`src/rtl/ldm_stm_seq.sv`:
```
// Block load/store-multiple sequencer: walks a 15-entry register mask in
// ascending order, moving one word per register between memory and the register file.
module ldm_stm_seq #(
    parameter int ADDR_STEP = 4
) (
    input  logic        clk,
    input  logic        rst_n,
    input  logic        start,
    input  logic        is_load,
    input  logic [15:0] reglist,
    input  logic [31:0] base,
    output logic [31:0] mem_addr,
    output logic        mem_we,
    output logic        mem_re,
    output logic [31:0] mem_wdata,
    input  logic [31:0] mem_rdata,
    input  logic        mem_ack,
    output logic [3:0]  rf_ra,
    input  logic [31:0] rf_rd,
    output logic        rf_we,
    output logic [3:0]  rf_wa,
    output logic [31:0] rf_wd,
    output logic        busy,
    output logic        done,
    output logic [4:0]  count,
    output logic        err
);

    typedef enum logic [1:0] {
        IDLE = 2'd0,
        XFER = 2'd1,
        WB   = 2'd2,
        DONE = 2'd3
    } state_t;

    state_t      state;
    logic [14:0] pend;      // R15 is stripped at start, so it can never be transferred
    logic [31:0] addr;
    logic [31:0] data;
    logic        load;
    logic [3:0]  cur;
    logic [14:0] pend_clr;
    logic [14:0] start_pend;

    function automatic logic [3:0] lowest_set(input logic [14:0] mask);
        logic [3:0] idx;
        idx = 4'd0;
        for (int i = 14; i >= 0; i--) begin
            if (mask[i]) idx = 4'(i);
        end
        return idx;
    endfunction

    // NOTE: every combinational output gets a default assignment first so no latch is inferred.
    always_comb begin
        cur        = 4'd0;
        pend_clr   = 15'd0;
        start_pend = 15'd0;
        cur        = lowest_set(pend);
        // Clearing the lowest set bit is the same as retiring register cur.
        pend_clr   = pend & (pend - 15'd1);
        start_pend = reglist[14:0];
    end

    assign mem_addr  = addr;
    assign mem_wdata = rf_rd;
    assign rf_ra     = cur;
    assign rf_wa     = cur;
    assign rf_wd     = data;

    // NOTE: all state, including the data register, uses non-blocking assignments and a full async reset.
    always_ff @(posedge clk or negedge rst_n) begin
        if (!rst_n) begin
            state  <= IDLE;
            pend   <= 15'd0;
            addr   <= 32'd0;
            data   <= 32'd0;
            load   <= 1'b0;
            count  <= 5'd0;
            err    <= 1'b0;
            busy   <= 1'b0;
            done   <= 1'b0;
            mem_we <= 1'b0;
            mem_re <= 1'b0;
            rf_we  <= 1'b0;
        end else begin
            case (state)
                IDLE: begin
                    if (start) begin
                        pend  <= start_pend;
                        addr  <= base;
                        load  <= is_load;
                        count <= 5'd0;
                        err   <= reglist[15] | (start_pend == 15'd0);
                        if (start_pend != 15'd0) begin
                            state  <= XFER;
                            busy   <= 1'b1;
                            mem_we <= ~is_load;
                            mem_re <= is_load;
                        end else begin
                            state <= DONE;
                            done  <= 1'b1;
                        end
                    end
                end

                XFER: begin
                    if (mem_ack) begin
                        if (load) begin
                            data   <= mem_rdata;
                            state  <= WB;
                            mem_re <= 1'b0;
                            rf_we  <= 1'b1;
                        end else begin
                            pend  <= pend_clr;
                            addr  <= addr + 32'(ADDR_STEP);
                            count <= count + 5'd1;
                            if (pend_clr == 15'd0) begin
                                state  <= DONE;
                                busy   <= 1'b0;
                                mem_we <= 1'b0;
                                done   <= 1'b1;
                            end
                        end
                    end
                end

                WB: begin
                    rf_we <= 1'b0;
                    pend  <= pend_clr;
                    addr  <= addr + 32'(ADDR_STEP);
                    count <= count + 5'd1;
                    if (pend_clr == 15'd0) begin
                        state <= DONE;
                        busy  <= 1'b0;
                        done  <= 1'b1;
                    end else begin
                        state  <= XFER;
                        mem_re <= 1'b1;
                    end
                end

                DONE: begin
                    done  <= 1'b0;
                    state <= IDLE;
                end

                default: begin
                    state  <= IDLE;
                    busy   <= 1'b0;
                    done   <= 1'b0;
                    mem_we <= 1'b0;
                    mem_re <= 1'b0;
                    rf_we  <= 1'b0;
                end
            endcase
        end
    end

endmodule

```
`config.mk`:
```
export PLATFORM = sky130hd
export DESIGN_NAME = ldm_stm_seq
export DESIGN_NICKNAME = d
export VERILOG_FILES = /design/src/rtl/ldm_stm_seq.sv
export SDC_FILE = /design/constraint.sdc
export NUM_CORES = 1
export LEC_CHECK = 0
export CORE_ASPECT_RATIO = 1.5
export CORE_UTILIZATION = 39
export CTS_CLUSTER_SIZE = 25
export DETAILED_ROUTE_END_ITERATION = 8
export PLACE_DENSITY_LB_ADDON = 0.3
export SETUP_SLACK_MARGIN = 0.4
export SYNTH_ARGS = -nofsm -noshare
export SYNTH_HDL_FRONTEND = slang
export SYNTH_SLANG_ARGS = --single-unit
```
`constraint.sdc`:
```
create_clock -name clk -period 6.5 [get_ports clk]
set_input_delay 0.975 -clock clk [delete_from_list [all_inputs] [get_ports clk]]
set_output_delay 0.975 -clock clk [all_outputs]
set_load 0.03 [all_outputs]
```
* Word-level counts from Yosys, hierarchy flattened
Index checks and enable logic that the tools add are counted.
** Operators by class
- Add/sub/neg operators :: 3
- $mul :: 0
- Div/mod/pow operators :: 0
- Order comparisons :: 0
- Equality and inequality tests :: 12
- Shift-type cells :: 0
- Muxes and demuxes :: 61
- Bitwise gates (word level) :: 3
- Reduce and logical (&&, ||, !) cells :: 16
** Operators by type and width (number)
- two-way mux 32 bit :: 3
- one-hot mux 32 bit (3 select lines) :: 1
- two-way mux 4 bit :: 15
- two-way mux 15 bit :: 3
- one-hot mux 15 bit (3 select lines) :: 1
- adder 32 x 3 -> 32 bit (second input constant) :: 1
- logical NOT 15 bit :: 2
- two-way mux 1 bit :: 22
- inequality test 2 bit (second input constant) :: 8
- AND 15 bit :: 1
- two-way mux 5 bit :: 3
- one-hot mux 5 bit (3 select lines) :: 1
- nonzero test 15 bit :: 1
- subtractor 15 x 1 -> 15 bit (second input constant) :: 1
- two-way mux 2 bit :: 6
- AND reduction 6 bit :: 2
- AND reduction 3 bit :: 3
- one-hot mux 2 bit (4 select lines) :: 1
- AND reduction 4 bit :: 2
- one-hot mux 1 bit (3 select lines) :: 2
- adder 5 x 1 -> 5 bit (second input constant) :: 1
- AND reduction 5 bit :: 1
- equality test 2 bit (second input constant) :: 2
- one-hot mux 1 bit (2 select lines) :: 2
- 9 further kinds :: 10
** Storage, ports and cells
- Register bits after elaboration :: 93
- Latch bits :: 0
- Memory bits (writable) :: 0
- Memory bits (read-only) :: 0
- Input port bits :: 117
- Logic and storage cells :: 107
- Memories :: 0

* Depth between registers and ports, before layout
- Depth after elaboration :: 15
- Gate-level depth with buffers :: 11
- Depth with buffers taken out :: 9

* Worst setup path after synthesis
No wires, ideal clock.
- Path kind :: register -> output
- From :: reg pend[3]
- To :: out rf_wa[2]
- Data arrival time :: 2.100 ns
- Data required time :: 5.525 ns
- Path slack :: 3.425 ns
- Cell stages (with the launch flop) :: 5
- Buffers on the path :: 2
- Cell sequence :: dfrtp_1 > clkbuf_1 > or4_2 > a31oi_1 > buf_4
** Between the ends
- Cells in the longest elaborated chain, start to end :: 4
** Ends and longest elaborated chain
- start, declared :: line 37 : logic [14:0] pend;
- start signal, assigned :: line 90 : pend <= start_pend;
- start signal, assigned :: line 115 : pend <= pend_clr;
- start signal, assigned :: line 130 : pend <= pend_clr;
- two-way mux 4 bit (4 in a row) :: line 49 : if (mask[i]) idx = 4'(i);
- end, declared :: line 21 : output logic [3:0] rf_wa,
No other way between the ends.

* Worst setup path after layout
- From :: reg pend[3]
- To :: out rf_ra[2]
** Between the ends
- Cells in the longest elaborated chain, start to end :: 4
** Ends and longest elaborated chain
- two-way mux 4 bit (4 in a row) :: line 49
- end, declared :: line 18 : output logic [3:0] rf_ra,
No other way between the ends.

==> impl_metrics.py <==
metrics = {
    "outcome": {
        "status": "finished clean",
    },
    "yosys": {
        "syn-num-nets": 664,
        "synth_area_leaders": "dfrtp_1 (45%), mux2_2 (7.2%), buf_4 (5.3%), nand2_1 (4.1%), o21ai_0 (4.1%)",
        "synth.distinct_cells": 49,
        "synth_edf_count": 0,
        "async_flop_share_pct": 100.0,
        "synth.avg_cell_area_um2": 9.520,
        "ys_ff_latch": 93,
        "ys.flop_type": "dfrtp_1",
        "synth_warnings": 0,
        "synth.largest_area_cell": "dfrtp_1",
        "synth_area_um2": 5131,
        "netlist.area_leader.share_pct": 45.35,
        "synthCells": 539,
        "yosysSeqAreaShare_pct": 45.35,
    },
    "sta": {
        "slew_violations": 0,
        "period_minus_slack_ns": 3.525,
        "fmax_mhz": 283.7,
        "finalSetupTns_ns": 0,
        "setup_violations": 0,
        "rsz0062_at_grt": "no",
        "tightest_slew_ns": 0.7914,
        "skew_ns": 0.007287,
        "slew_headroom_pct": 47.11,
        "final-hold-violation-count": 0,
        "hold_ws_ns": 0.4836,
        "finalCritPeriodShare_pct": 54.23,
    },
    "drt": {
        "drtAntennaViolNets": 0,
        "dr_total_vias": 4606,
        "post_drt_wl_per_cell_um": 17.36,
        "viasPerCell": 5.603,
        "drt_wl_total_mm": 14.27,
        "drtIter0Drc": 260,
        "drc": 0,
        "drtPass1Iterations": 5,
    },
    "die": {
        "core_um2": 12890,
        "num_io_pins": 232,
        "die_y_um": 142.5,
        "die_w_um": 95.66,
        "fp-row-count": 51,
        "initial_core_util_pct": 39.81,
        "dieArea_um2": 13630,
    },
    "cts": {
        "cts_hold_buf": 0,
        "h-tree-depth": 3,
        "cts_tree": "yes",
        "clkSlewWorstSetupHoldPaths_ns": 0.07,
        "clock_latency_ns": 0.34,
        "cts-resized-gates": 0,
        "root_buffer": "clkbuf_16",
        "cts_buffers": 9,
        "clk_path_buf_depth": 2,
        "cts_num_sinks": 93,
        "post_cts_buffers": 0,
    },
    "power": {
        "leakagePower_nw": 2.914,
        "p_per_area_nw_per_um2": 610.3,
        "ir_drop_mv": 0.2937,
    },
    "critical_path": {
        "crit_path_end_kind": "primary output",
        "worstSetupStartpointType": "register",
        "crit_arrival_ns": 2.55,
        "required_ns": 5.52,
        "cp_max_fo": 8,
        "path_class": "register to primary output",
    },
    "global_route": {
        "grt_pass1_wl_mm": 22.39,
        "overflow": 0,
        "grt_pass1_vias": 4536,
        "grt_start_max_net_pins": 60,
        "antenna_found_initial": 0,
        "grt.total_usage_pct": 21.09,
    },
    "final_layout": {
        "fillers": 1154,
        "mostFrequentLayoutCells": "clkdlybuf4s50_1 (166), dfrtp_1 (93), nand2_1 (56)",
        "drive_above_1_share_pct": 10.11,
        "multi_input_area_um2": 2382,
        "syn2layout_area_growth_pct": 36.26,
        "layout_commonest_cell": "clkdlybuf4s50_1",
        "seq_area_um2": 2327,
        "num_antenna_cells": 0,
        "postLayoutCellArea_um2": 6992,
        "nets": 783,
        "final_cells": 822,
    },
    "placed_design": {
        "gp_congestion": 0.9037,
        "dp_hpwl_mm": 10.19,
        "io_buffers": 167,
        "dp.cells": 806,
        "placed_area_um2": 6668,
    },
    "flow_run": {
        "maxCapViolCount": 0,
    },
    "min_path": {
        "hold_class": "register to register",
    },
}
through the flow:
stage                     util, %  total power, mW  setup WS, ns
after CTS                   54.24            4.293         2.960
after global placement      51.73            3.625         2.866
after detailed placement    51.73            3.702         2.792
after global routing        54.24            4.549         2.864
after floorplan                 -            2.843         3.425
final                       54.24            4.267         2.975
kinds of logic after synthesis:
group	Yosys count	share of synthesized area (%)
and+or+nand+nor	164	16.26
AOI/OAI and AO/OA	153	18.48
DFF	93	45.35
buffers and inverters	76	8.364
muxes	43	9.193
adders and majority gates	10	2.341
layer usage:
layer / up-vias / part of all wire, % / GRT usage [%]
met4: 0 / 3.9 / 11.39
met3: 50 / 5.0 / 2.618
met1: 2213 / 39 / 24.98
li1: 2173 / - / -
met5: - / 0 / 0
met2: 170 / 52 / 36.43
synth_stat cells (3+ instances only):
cell type	instances
a21oi_1	39
a22o_1	12
a22oi_1	5
a31oi_1	7
a32oi_1	3
and2_1	4
and3_1	9
and4_1	4
buf_1	3
buf_4	36
clkbuf_1	25
dfrtp_1	93
ha_1	8
inv_1	10
mux2_2	33
mux2i_1	10
nand2_1	56
nand2b_1	3
nand3_1	29
nand4_1	4
nor2_1	22
nor3_1	15
nor4_1	7
o211ai_1	3
o21a_1	4
o21ai_0	42
o22ai_1	22
report_power, final:
| group | switching [mW] | leakage [nW] | total, mW | internal [mW] |
|---|---|---|---|---|
| registers | 0.345 | 1.12 | 1.22 | 0.877 |
| logic | 1.43 | 1.64 | 2.47 | 1.04 |
| clock network | 0.234 | 0.157 | 0.575 | 0.341 |
| total | 2.01 | 2.91 | 4.27 | 2.26 |
registers in the layout, indices dropped and copies added (netlist names):
name / cells
mem_addr: 32
busy: 1
err: 1
mem_we: 1
count: 5
rf_wd: 32
done: 1
mem_re: 1
pend: 15
load: 1
state: 2
rf_we: 1
critical path, stage by stage (launching register included):
cell and delay, ns:
dfrtp_1 0.48, or4_2 0.75, a31oi_1 0.26, clkdlybuf4s50_1 0.72
path summary, 6_finish.rpt:
kind	slack, ns	cells after the start	endpoint	from
max reg2reg	3.38	8	mem_addr[23]	state[0]
max	2.98	3	rf_ra[2]	pend[3]
min reg2reg	0.48	2	err	err
max in group asynchronous	4.79	2	pend[5]	rst_n
min in group asynchronous	0.57	1	rf_wd[8]	rst_n
min	0.48	2	err	err
cell type report:
| cell class | count | area share [%] |
|---|---|---|
| inverters | 10 | 0.5369 |
| well taps | 159 | 2.845 |
| repair buffers | 174 | 24.62 |
| multi-input cells | 370 | 34.07 |
| clock inverters | 6 | 1.360 |
| clock buffers | 10 | 3.275 |
| flip-flops and latches | 93 | 33.29 |
Note: power is estimated with default switching activity, not from simulation.
